[config.mk]
export PLATFORM = sky130hd
export DESIGN_NAME = alu_operand_issue
export DESIGN_NICKNAME = d
export VERILOG_FILES = /design/src/rtl/alu_pkg.sv /design/src/rtl/alu_regfile.sv /design/src/rtl/alu_operand_issue.sv
export SDC_FILE = /design/constraint.sdc
export NUM_CORES = 1
export LEC_CHECK = 0
export ABC_AREA = 1
export CAP_MARGIN = 20
export CELL_PAD_IN_SITES_DETAIL_PLACEMENT = 0
export CELL_PAD_IN_SITES_GLOBAL_PLACEMENT = 1
export CORE_MARGIN = 8
export CORE_UTILIZATION = 45
export DETAILED_ROUTE_END_ITERATION = 6
export HOLD_SLACK_MARGIN = 0.15
export PLACE_DENSITY = 0.84
export SLEW_MARGIN = 30
export SYNTH_ARGS = -nofsm -noshare
export SYNTH_HDL_FRONTEND = slang
export SYNTH_SLANG_ARGS = --single-unit
[constraint.sdc]
create_clock -name clk -period 3.2 [get_ports clk]
set_input_delay 0.64 -clock clk [delete_from_list [all_inputs] [get_ports clk]]
set_output_delay 0.64 -clock clk [all_outputs]
set_load 0.02 [all_outputs]
[src/rtl/alu_pkg.sv]
// Shared constants, ALU opcode encodings and request/state types for the
// operand-issue stage wrapped around the 16-bit ALU.
package alu_pkg;

    localparam int DATA_W  = 16;
    localparam int SEL_W   = 4;
    localparam int REG_CNT = 8;
    localparam int ADDR_W  = 3;

    // ALU opcode encodings; unlisted codes produce zero
    localparam logic [SEL_W-1:0] OP_ADD   = 4'd1;
    localparam logic [SEL_W-1:0] OP_SUB   = 4'd3;
    localparam logic [SEL_W-1:0] OP_AND   = 4'd5;
    localparam logic [SEL_W-1:0] OP_OR    = 4'd7;
    localparam logic [SEL_W-1:0] OP_XOR   = 4'd9;
    localparam logic [SEL_W-1:0] OP_SHL   = 4'd10;
    localparam logic [SEL_W-1:0] OP_SHR   = 4'd11;
    localparam logic [SEL_W-1:0] OP_NOT   = 4'd13;
    localparam logic [SEL_W-1:0] OP_PASSB = 4'd15;

    typedef struct packed {
        logic [SEL_W-1:0]  sel;
        logic [ADDR_W-1:0] rd;
        logic [ADDR_W-1:0] rs1;
        logic [ADDR_W-1:0] rs2;
    } alu_req_t;

    typedef enum logic {
        IDLE = 1'b0,
        EXEC = 1'b1
    } exec_state_t;

endpackage

[src/rtl/alu_regfile.sv]
// 8 x 16-bit register file with two asynchronous read ports and two write
// ports (direct load and ALU write-back); write-back wins on an address clash.
module alu_regfile
    import alu_pkg::*;
(
    input  logic              clk,
    input  logic              rst_n,
    input  logic [ADDR_W-1:0] rd_addr_a,
    output logic [DATA_W-1:0] rd_data_a,
    input  logic [ADDR_W-1:0] rd_addr_b,
    output logic [DATA_W-1:0] rd_data_b,
    input  logic              ld_en,
    input  logic [ADDR_W-1:0] ld_addr,
    input  logic [DATA_W-1:0] ld_data,
    input  logic              wb_en,
    input  logic [ADDR_W-1:0] wb_addr,
    input  logic [DATA_W-1:0] wb_data
);

    logic [DATA_W-1:0] regs [REG_CNT];

    // The write-back assignment comes last so it overrides a same-address load
    always_ff @(posedge clk or negedge rst_n) begin
        if (!rst_n) begin
            for (int i = 0; i < REG_CNT; i++) begin
                regs[i] <= '0;
            end
        end else begin
            if (ld_en) begin
                regs[ld_addr] <= ld_data;
            end
            if (wb_en) begin
                regs[wb_addr] <= wb_data;
            end
        end
    end

    assign rd_data_a = regs[rd_addr_a];
    assign rd_data_b = regs[rd_addr_b];

endmodule

[src/rtl/alu_operand_issue.sv]
// Operand-issue and write-back stage: reads/forwards operands, registers them
// into the ALU, and writes the ALU result back one cycle later.
module alu_operand_issue
    import alu_pkg::*;
(
    input  logic              clk,
    input  logic              rst_n,
    input  logic              in_valid,
    output logic              in_ready,
    input  logic [SEL_W-1:0]  in_sel,
    input  logic [ADDR_W-1:0] in_rd,
    input  logic [ADDR_W-1:0] in_rs1,
    input  logic [ADDR_W-1:0] in_rs2,
    input  logic              ld_valid,
    input  logic [ADDR_W-1:0] ld_addr,
    input  logic [DATA_W-1:0] ld_data,
    output logic [DATA_W-1:0] alu_A,
    output logic [DATA_W-1:0] alu_B,
    output logic [SEL_W-1:0]  alu_sel,
    input  logic [DATA_W-1:0] alu_resault,
    output logic              busy,
    output logic              wb_valid,
    output logic [ADDR_W-1:0] wb_rd,
    output logic [DATA_W-1:0] wb_data
);

    alu_req_t          req;
    exec_state_t       state_q;
    exec_state_t       state_d;
    logic              fire;
    logic              e_vld;
    logic [ADDR_W-1:0] e_rd;
    logic [DATA_W-1:0] rf_a;
    logic [DATA_W-1:0] rf_b;
    logic [DATA_W-1:0] opnd_a;
    logic [DATA_W-1:0] opnd_b;

    assign req      = '{sel: in_sel, rd: in_rd, rs1: in_rs1, rs2: in_rs2};
    assign in_ready = !ld_valid;
    assign fire     = in_valid && in_ready;
    assign e_vld    = (state_q == EXEC);
    assign busy     = e_vld;

    alu_regfile u_regfile (
        .clk       (clk),
        .rst_n     (rst_n),
        .rd_addr_a (req.rs1),
        .rd_data_a (rf_a),
        .rd_addr_b (req.rs2),
        .rd_data_b (rf_b),
        .ld_en     (ld_valid),
        .ld_addr   (ld_addr),
        .ld_data   (ld_data),
        .wb_en     (e_vld),
        .wb_addr   (e_rd),
        .wb_data   (alu_resault)
    );

    // The result still in the ALU has not reached the register file yet
    assign opnd_a = (e_vld && (req.rs1 == e_rd)) ? alu_resault : rf_a;
    assign opnd_b = (e_vld && (req.rs2 == e_rd)) ? alu_resault : rf_b;

    always_comb begin
        state_d = state_q;
        case (state_q)
            IDLE:    state_d = fire ? EXEC : IDLE;
            EXEC:    state_d = fire ? EXEC : IDLE;
            default: state_d = IDLE;
        endcase
    end

    always_ff @(posedge clk or negedge rst_n) begin
        if (!rst_n) begin
            state_q <= IDLE;
            alu_A   <= '0;
            alu_B   <= '0;
            alu_sel <= '0;
            e_rd    <= '0;
        end else begin
            state_q <= state_d;
            if (fire) begin
                alu_A   <= opnd_a;
                alu_B   <= opnd_b;
                alu_sel <= req.sel;
                e_rd    <= req.rd;
            end
        end
    end

    always_ff @(posedge clk or negedge rst_n) begin
        if (!rst_n) begin
            wb_valid <= 1'b0;
            wb_rd    <= '0;
            wb_data  <= '0;
        end else begin
            wb_valid <= e_vld;
            if (e_vld) begin
                wb_rd   <= e_rd;
                wb_data <= alu_resault;
            end
        end
    end

endmodule
# Word level (Yosys, flattened, before mapping)
# Cells that the tools add are included.
[classes] n_addsub=0 multipliers=0 div_mod_pow=0 magnitude_cmp=6 eq_ne=2 n_shift=0 muxes=17 bitwise_logic=4 n_reduce_logical=6
[op_table] op="bitwise mux 128 bit" n=2
[op_table] op="two-way mux 128 bit" n=2
[op_table] op="two-way mux 16 bit" n=8
[op_table] op="binary-select mux 16 bit (select 3 bit)" n=2
[op_table] op="demux 16 bit (select 3 bit)" n=2
[op_table] op=">= comparator 4 bit (second input constant)" n=4
[op_table] op="NOT 3 -> 4 bit" n=4
[op_table] op="< comparator 4 x 1 -> 1 bit (second input constant)" n=2
[op_table] op="equality test 3 bit" n=2
[op_table] op="logical AND 1 bit" n=5
[op_table] op="logical NOT 1 bit" n=1
[op_table] op="two-way mux 1 bit" n=1
[totals] reg_bits=188 latchBits=0 mem_bits_rw=0 rom_bits=0 in_bits=52 output_inout_bits=58 mem_count=0

# Longest topological paths before layout
# Gate-level depths: netlist (run 1).
[depth] ltp_word=9 ltp_mapped=10

# Hierarchy
# A second synthesis (run 1) with hierarchy kept.
[hier_totals] hier_cells=1994 hier_area_um2=12253.0
[by_module_without_submodules] mod="alu_regfile" n_inst=1 cells_each=1618 area_per_inst_um2=9305.2
[by_module_without_submodules] mod="alu_operand_issue" n_inst=1 cells_each=376 area_per_inst_um2=2947.8

# Worst setup path after synthesis (run 1)
# No wires, ideal clock.
[synth_timing] path_kind="input-to-reg" start="in in_rs1[2]" end="reg alu_A[10]" setup_ps=118 t_arrival_ps=1588 required_ps=3082 slack_ps=1494 cell_stages=9 n_path_buf=2 cell_sequence="buf_4 inv_4 nand2_1 nand2_1 nor2_2 buf_2 nand3_1 nand2_1 o21ai_2"
[synth_between] elab_chain_len=5 elab_cells_between_ends=7
[synth_rtl] element="from (decl)" line_no="alu_operand_issue.sv:12" source="input logic [ADDR_W-1:0] in_rs1,"
[synth_rtl] element="NOT 3 -> 4 bit (not written as such)" line_no="alu_regfile.sv:38" source="assign rd_data_a = regs[rd_addr_a];"
[synth_rtl] element="binary-select mux 16 bit (select 3 bit)" line_no="alu_regfile.sv:38"
[synth_rtl] element="two-way mux 16 bit (not written as such) (2 in series)" line_no="alu_regfile.sv:38"
[synth_rtl] element="two-way mux 16 bit (*)" line_no="alu_operand_issue.sv:60" source="assign opnd_a = (e_vld && (req.rs1 == e_rd)) ? alu_resault : rf_a;"
[synth_rtl] element="to (signal assigned)" line_no="alu_operand_issue.sv:82" source="alu_A <= opnd_a;"
[synth_rtl] element="to (decl)" line_no="alu_operand_issue.sv:17" source="output logic [DATA_W-1:0] alu_A,"
# Every way passes the cells marked *; elsewhere a longest branch is shown, timed or not. The select of a mux whose other input is x is not followed.
# A chain may end at the register's enable or synchronous reset.

# Worst setup path in the final report (run 1)
[layout_timing] start="in ld_valid" end="out in_ready"
[layout_between] elab_chain_len=1
[layout_rtl] element="from (decl)" line_no="alu_operand_issue.sv:14" source="input logic ld_valid,"
[layout_rtl] element="logical NOT 1 bit" line_no="alu_operand_issue.sv:39" source="assign in_ready = !ld_valid;"
[layout_rtl] element="to (decl)" line_no="alu_operand_issue.sv:9" source="output logic in_ready,"
# No other way between the ends.

==> results of run 1 <==
==> layer usage <==
metal  up-vias  part of all wire [%]  GRT usage [%]
met2       568                    43           39.9
li1       5393                     -              -
met3        56                    10           6.58
met4         0                   1.5           6.14
met1      5523                    45           38.1
met5         -                     0              0
==> cells by family after synthesis <==
family	count (synthesis)	synth area share, %
and+or+nand+nor	899	34.1
AOI/OAI and AO/OA	267	14.6
buffers and inverters	252	9.06
DFF	188	42.2
==> power by group through the flow <==
stage,clock (mW),sequential [mW],combinational [mW]
2_1_floorplan,0,3.51,1.53
3_3_place_gp,0,3.43,2.49
3_5_place_dp,0,3.44,2.53
4_1_cts,2.22,3.40,2.54
5_1_grt,2.31,3.49,2.88
6_report,2.19,3.42,2.56
==> cells in the mapped netlist (5+ instances only) <==
master and count:
a21oi_1 9, o22ai_1 16, o21ai_0 80, nor2_2 5, inv_1 107, nand2_1 510, a31oi_1 42, nor3_1 16
inv_2 14, buf_2 33, o21ai_2 10, dfrtp_1 188, nand2_2 8, clkbuf_1 74, buf_1 18, nor2_1 80
o21ai_1 40, nand3_1 276, o211ai_1 70
==> worst max-delay path by stage <==
stage	start	to	slack, ns	cells past startpoint
floorplan	in_rs1[2]	alu_A[10]	1.49	9
global placement	ld_addr[0]	u_regfile.regs[43]	0.59	6
detailed placement	ld_valid	u_regfile.regs[122]	0.57	7
CTS	ld_valid	in_ready	0.76	3
global route	ld_valid	in_ready	0.73	3
finish	ld_valid	in_ready	0.77	3
==> worst max-delay path, cell delays in order <==
cell,delay [ns]
clkdlybuf4s50_1,0.45
inv_2,0.10
clkdlybuf4s50_1,0.61
==> registers in the layout, summed over array words and instances, names as in the netlist <==
signal / count
alu_A: 16
wb_data: 16
wb_valid: 1
u_regfile.regs: 128
wb_rd: 3
busy: 1
alu_sel: 4
alu_B: 16
e_rd: 3
==> layout make-up <==
cell class / instances / area (um2) / share of cell area [%]
inverters: 123 / 464 / 3.55
well taps: 324 / 405 / 3.10
clock inverters: 14 / 150 / 1.15
multi-input cells: 1166 / 5430 / 41.5
clock buffers: 18 / 439 / 3.35
flip-flops and latches: 188 / 4700 / 35.9
repair buffers: 154 / 1500 / 11.4
==> flow_summary.yaml, run 1 <==
timing:
  tightest_slew_ns: 0.904
  setup_slack_ns: 0.766
  rsz0062_at_grt: "false"
  slew_violations: 0
  hold_slack_ns: 0.243
  post-route-min-period_ns: 2.43
  max_freq_mhz: 411
  relSlewSlack_pct: 39.6
  final_hold_viol_count: 0
  finalCritPeriodShare_pct: 76.1
  finalSetupViolCount: 0
  setup_tns_ns: 0
  clock_skew_ns: 0.0149
placement:
  port_buffers: 109
  post-dp-hpwl_um: 26200
  gp_congestion: 0.883
  placed_cells: 1955
  pre_cts_ws_ns: 0.573
  placed_area_mm2: 0.0125
job:
  maxCapViolCount: 0
clock_tree:
  numClockSinks: 188
  path_clk_slew_ns: 0.07
  cts_htree_levels: 4
  cts_resized: 0
  postCtsHoldBufs: 0
  post-cts-setup-buffers: 0
  cts-buffers-inserted: 17
  clock_latency_ns: 0.44
  clockBufferDepth: 2
  root_buffer: "clkbuf_16"
  cts_tree: "done"
worst_setup_path:
  required_ns: 2.56
  r2r_cells: 6
  crit_arrival_ns: 1.79
  critical_path_class: "input port to primary output"
  end_kind: "primary output"
  rrSetupSlack_ns: 1.11
  regToRegEndpoint: "u_regfile.regs[52]"
  cp-start-kind: "input port"
  rr_startpoint: "busy"
  critPathMaxFanout: 3
logic_synthesis:
  ys_async_sr_fraction_pct: 100
  synth_top_cell_area_share_pct: 42.2
  synth-seq-cells: 188
  yosysTopAreaCell: "dfrtp_1"
  ys.flop_type: "dfrtp_1"
  avgSynthCellArea_um2: 6.93
  synth_cell_types: 24
  synth_seq_area_share_pct: 42.2
  syn_inst: 1606
  synth_edf_count: 0
  syn-cell-area_mm2: 0.0111
  yosysWarnings: 0
  synthesis.nets: 1658
  synth_area_leaders: "dfrtp_1 42%, nand2_1 17%, nand3_1 12%"
pwr:
  seqPwrFrac_pct: 41.8
  power.switching_mw: 3.01
  clkPwrFrac_pct: 26.8
  p_int_mw: 5.16
  switching_share_pct: 36.9
  vdd_ir_drop_max_v: 0.000293
  p_leak_nw: 6.24
  powerDensity_mw_per_mm2: 624
  power_mw: 8.17
  p_comb_share_pct: 31.3
routing:
  routed_wirelength_um: 40600
  first_iter_violations: 1600
  remaining_drc_errors: 0
  drt-pass1-iter-count: 6
  wl_per_cell_um: 20.4
  vias_per_cell: 5.81
  ant_nets: 0
  vias: 11500
global_route:
  grtUsageTotal_pct: 26.7
  grt_max_degree: 76
  grt_pass1_vias: 10700
  grt_pass1_wl_um: 63700
  antenna_found_initial: 0
  grt_overflow: 0
layout:
  final_cell_mix: "507 x nand2_1, 276 x nand3_1, 188 x dfrtp_1"
  final_cell_count_no_fill: 1987
  final_area_mm2: 0.0131
  final_common_cell: "nand2_1"
  drive_above_1_share_pct: 7.58
  insertedDiodeCount: 0
  fin_nets: 1702
  nFillCells: 2400
  area_delta_synth_final_pct: 17.6
  fin_util_pct: 53.8
floorplan:
  coreArea_mm2: 0.0243
  fp.dieW_um: 173
  rows: 57
  start_util_pct: 45.8
  die_area_mm2: 0.0300
  die_h_um: 173
  io_pins: 110
run_status:
  status: "finished clean"
hold_path:
  hold_class: "input port to async pin"
Power figures use the tool's default switching activity.
==> run 2, diff against run 1 <==
--- a/config.mk
+++ b/config.mk
@@ -10,10 +10,10 @@
 export CELL_PAD_IN_SITES_DETAIL_PLACEMENT = 0
 export CELL_PAD_IN_SITES_GLOBAL_PLACEMENT = 1
 export CORE_MARGIN = 8
-export CORE_UTILIZATION = 45
+export CORE_UTILIZATION = 42
 export DETAILED_ROUTE_END_ITERATION = 6
 export HOLD_SLACK_MARGIN = 0.15
-export PLACE_DENSITY = 0.84
+export PLACE_DENSITY = 0.79
 export SLEW_MARGIN = 30
 export SYNTH_ARGS = -nofsm -noshare
 export SYNTH_HDL_FRONTEND = slang
==> constraint.sdc (replaced) <==
create_clock -name clk -period 2.4 [get_ports clk]
set_input_delay 0.48 -clock clk [delete_from_list [all_inputs] [get_ports clk]]
set_output_delay 0.48 -clock clk [all_outputs]
set_load 0.02 [all_outputs]
==> run 2 against run 1 <==
First-iteration DRC count shrank 9.8%. Flip-flop and latch count unchanged. Register-to-register slack worse by 0.47 ns. Critical path type unchanged.
==> flow_summary.yaml, run 2 (synthesis results as in run 1) <==
timing:
  post-route-min-period_ns: 2.11
  setup_slack_ns: 0.286
  tightest_slew_ns: 0.665
  clock_skew_ns: 0.0143
  finalSetupViolCount: 0
  slew_violations: 0
  setup_tns_ns: 0
  rsz0062_at_grt: "false"
  max_freq_mhz: 473
  final_hold_viol_count: 0
  relSlewSlack_pct: 55.6
  hold_slack_ns: 0.481
  finalCritPeriodShare_pct: 88.1
pwr:
  switching_share_pct: 37.3
  seqPwrFrac_pct: 41.7
  p_comb_share_pct: 32.0
  powerDensity_mw_per_mm2: 811
  clkPwrFrac_pct: 26.3
  power.switching_mw: 4.07
  vdd_ir_drop_max_v: 0.000392
  p_int_mw: 6.84
  power_mw: 10.9
  p_leak_nw: 6.42
worst_setup_path:
  required_ns: 1.92
  crit_path_top_delay_cell: "clkdlybuf4s50_1"
  endpoint: "in_ready"
  end_kind: "primary output"
  cpPeakStageDelay_ns: 0.60
  rrSetupSlack_ns: 0.64
  cp-start-kind: "input port"
  rr_startpoint: "e_rd[1]"
  critical_path_class: "input port to primary output"
  critPathMaxFanout: 3
  cpMostUsedCell: "clkdlybuf4s50_1"
  crit_arrival_ns: 1.63
  r2r_cells: 6
  cp-startpoint: "ld_valid"
  regToRegEndpoint: "u_regfile.regs[66]"
  path_cells: "clkdlybuf4s50_1 > inv_2 > clkdlybuf4s50_1"
clock_tree:
  cts_tree: "done"
  cts_resized: 0
  clock_latency_ns: 0.44
  clockBufferDepth: 2
  path_clk_slew_ns: 0.08
  numClockSinks: 188
  cts-buffers-inserted: 17
  cts_htree_levels: 4
  root_buffer: "clkbuf_16"
layout:
  fin_nets: 1730
  final_cell_mix: "510 x nand2_1, 276 x nand3_1, 188 x dfrtp_1"
  largest_reg_flops: 128
  final_cell_count_no_fill: 2026
  insertedDiodeCount: 0
  area_delta_synth_final_pct: 20.7
  regMostFlops: "u_regfile.regs"
  final_common_cell: "nand2_1"
  drive_above_1_share_pct: 8.87
  nFillCells: 2559
floorplan:
  fp.dieW_um: 179
  start_util_pct: 42.7
  rows: 59
  io_pins: 110
  coreArea_mm2: 0.0261
  die_area_mm2: 0.0320
  die_h_um: 179
global_route:
  grt_overflow: 0
  grt_max_degree: 65
  grtUsageTotal_pct: 26.7
  grt_pass1_vias: 10700
  grt_pass1_wl_um: 65000
  antenna_found_initial: 1
routing:
  wl_per_cell_um: 20.9
  remaining_drc_errors: 0
  first_iter_violations: 1444
  drt-pass1-iter-count: 6
  ant_nets: 0
  vias_per_cell: 5.71
  routed_wirelength_um: 42400
  vias: 11600
placement:
  pre_cts_ws_ns: 0.168
  gp_congestion: 0.886
  port_buffers: 109
  placed_cells: 1993
  post-dp-hpwl_um: 28600
job:
  maxCapViolCount: 0
hold_path:
  hold_class: "register to register"
run_status:
  status: "finished clean"
[run 2: worst min path at each step]
stage,startpoint,end,slack [ns],depth (start not counted)
after floorplan,rst_n,alu_A[0],0.18,0
after global placement,wb_rd[0],wb_rd[0],0.45,2
after detailed placement,alu_sel[2],alu_sel[2],0.46,2
after CTS,wb_rd[0],wb_rd[0],0.48,2
after global routing,wb_data[6],wb_data[6],0.50,2
final,alu_sel[2],alu_sel[2],0.48,2
[run 2: power groups by stage]
stage	Clock [mW]	Combinational, mW	Sequential (mW)
floorplan	0	2.05	4.68
global placement	0	3.40	4.57
detailed placement	0	3.45	4.59
global route	3.02	3.94	4.65
finish	2.87	3.50	4.55
CTS	2.92	3.47	4.53
[run 2: cell type report]
class | count | area (um2) | area share, %
multi-input combinational | 1166 | 5420 | 40.3
tap | 335 | 419 | 3.12
sequential | 188 | 4700 | 35.0
timing repair buffer | 182 | 1850 | 13.7
inverter | 123 | 464 | 3.45
clock inverter | 14 | 145 | 1.08
clock buffer | 18 | 439 | 3.27
[run 2: repair_timing]
| item | CTS | global route |
|---|---|---|
| setup buffers | 0 | 0 |
| hold buffers | 1 | 0 |
| endpoints found under the hold margin | 46 | 0 |
[run 2: worst max-delay path: cells and delay by family]
family / cells / cell delay, ns
buffers and inverters: 3 / 1.15
[run 2: per-stage QoR]
step / utilization, % / area [um2]
after global placement: 49.3 / 12800
after floorplan: - / 11100
after detailed placement: 49.3 / 12800
after CTS: 51.6 / 13400
final: 51.6 / 13400
after global routing: 51.6 / 13400
[run 2: routing by layer]
metal  vias to the layer above  share of wire, %  GRT usage (%)
li1                       5454                 -              -
met3                        68                11           6.95
met2                       574                42           38.3
met1                      5462                45           38.6
met4                         2               2.3           8.16
met5                         -             0.031              0
==> run 3, diff against run 2 <==
--- a/config.mk
+++ b/config.mk
@@ -10,10 +10,11 @@
 export CELL_PAD_IN_SITES_DETAIL_PLACEMENT = 0
 export CELL_PAD_IN_SITES_GLOBAL_PLACEMENT = 1
 export CORE_MARGIN = 8
-export CORE_UTILIZATION = 42
+export CORE_UTILIZATION = 43
+export CTS_BUF_LIST = sky130_fd_sc_hd__clkbuf_4 sky130_fd_sc_hd__clkbuf_8
 export DETAILED_ROUTE_END_ITERATION = 6
 export HOLD_SLACK_MARGIN = 0.15
-export PLACE_DENSITY = 0.79
+export PLACE_DENSITY = 0.81
 export SLEW_MARGIN = 30
 export SYNTH_ARGS = -nofsm -noshare
 export SYNTH_HDL_FRONTEND = slang
==> run 3 against run 2 <==
First-iteration DRC count grew 1.1%. Largest cell class unchanged. Via count rose by 0.14%. Final cell count fell by 0.30%. Fmax about the same.
==> flow_summary.yaml, run 3 (synthesis results as in run 1) <==
run_status:
  status: "finished clean"
worst_setup_path:
  critPathMaxFanout: 3
  cpMostUsedCell: "clkdlybuf4s50_1"
  crit_arrival_ns: 1.63
  cp-start-kind: "input port"
  required_ns: 1.92
  path_buf_inv: 3
  path_cells: "clkdlybuf4s50_1 > inv_2 > clkdlybuf4s50_1"
  crit_path_top_delay_cell: "clkdlybuf4s50_1"
  end_kind: "primary output"
  critical_path_class: "input port to primary output"
  cpPeakStageDelay_ns: 0.61
  crit_family: "buffers and inverters"
layout:
  largest_reg_flops: 128
  final_area_mm2: 0.0131
  area_delta_synth_final_pct: 17.9
  final_cell_count_no_fill: 2020
  insertedDiodeCount: 0
  final_cell_mix: "510 x nand2_1, 276 x nand3_1, 188 x dfrtp_1"
  final_common_cell: "nand2_1"
  fin_util_pct: 50.9
  drive_above_1_share_pct: 8.55
  regMostFlops: "u_regfile.regs"
  fin_nets: 1724
clock_tree:
  postCtsHoldBufs: 1
  numClockSinks: 188
  clock_latency_ns: 0.47
  post-cts-setup-buffers: 0
  root_buffer: "clkbuf_8"
  cts_htree_levels: 4
  cts_tree: "done"
  clockBufferDepth: 2
  cts-buffers-inserted: 17
  cts_resized: 0
  path_clk_slew_ns: 0.10
global_route:
  grt_pass1_wl_um: 64200
  grt_max_degree: 65
  grtUsageTotal_pct: 26.7
  grt_overflow: 0
  grt_pass1_vias: 10600
  antenna_found_initial: 0
floorplan:
  fp.dieW_um: 177
  rows: 59
  io_pins: 110
  start_util_pct: 43.2
  coreArea_mm2: 0.0258
  die_h_um: 177
  die_area_mm2: 0.0313
timing:
  final_hold_viol_count: 0
  setup_tns_ns: 0
  relSlewSlack_pct: 40.7
  slew_violations: 0
  rsz0062_at_grt: "false"
  setup_slack_ns: 0.288
  hold_slack_ns: 0.489
  finalCritPeriodShare_pct: 88.0
  post-route-min-period_ns: 2.11
  tightest_slew_ns: 0.888
  clock_skew_ns: 0.0166
  max_freq_mhz: 474
  finalSetupViolCount: 0
placement:
  placed_cells: 1987
  gp_congestion: 0.858
  port_buffers: 109
  pre_cts_ws_ns: 0.0383
  post-dp-hpwl_um: 27200
  placed_area_mm2: 0.0128
routing:
  first_iter_violations: 1460
  vias: 11600
  drt-pass1-iter-count: 5
  wl_per_cell_um: 20.8
  remaining_drc_errors: 0
  vias_per_cell: 5.73
  ant_nets: 0
  routed_wirelength_um: 42000
pwr:
  seqPwrFrac_pct: 45.3
  p_int_mw: 6.18
  powerDensity_mw_per_mm2: 765
  switching_share_pct: 38.4
  power_mw: 10.0
  p_leak_nw: 6.27
  clkPwrFrac_pct: 20.4
  vdd_ir_drop_max_v: 0.000322
  power.switching_mw: 3.86
  p_comb_share_pct: 34.3
job:
  maxCapViolCount: 0
hold_path:
  hold_class: "register to register"
[run 3: layout make-up]
class	count	area [um2]
Sequential cell	188	4700
Tap cell	335	419
Timing Repair Buffer	176	1750
Clock buffer	19	255
Clock inverter	13	106
Fill cell	2574	12600
Inverter	123	464
Multi-Input combinational cell	1166	5420
[run 3: power groups by stage]
stage	Sequential, mW	Combinational (mW)	Clock [mW]
2_1_floorplan	4.68	2.05	0
3_3_place_gp	4.57	3.36	0
3_5_place_dp	4.58	3.41	0
4_1_cts	4.52	3.42	2.09
5_1_grt	4.64	3.87	2.22
6_report	4.54	3.45	2.05
[run 3: per-layer routing]
metal | vias to the layer above | global-route usage, % | wire length, um
met1 | 5519 | 39.2 | 18800
met3 | 45 | 5.95 | 4530
li1 | 5431 | - | -
met2 | 581 | 39.2 | 17900
met4 | 0 | 6.30 | 645
met5 | - | 0 | 0
[run 3: worst paths after layout]
path / startpoint / end / slack [ns] / depth (start not counted)
max: ld_valid / in_ready / 0.29 / 3
min: wb_rd[0] / wb_rd[0] / 0.49 / 2
max reg2reg: e_rd[1] / alu_B[0] / 0.55 / 8
min reg2reg: wb_rd[0] / wb_rd[0] / 0.49 / 2
max in group asynchronous: rst_n / u_regfile.regs[25] / 1.17 / 3
min in group asynchronous: rst_n / alu_A[5] / 0.52 / 2
[run 3: tightest hold or removal path, delay by kind of cell, from the launching register on]
kind             cells  cell delay (ns)
DFF                  1             0.36
and+or+nand+nor      2             0.11
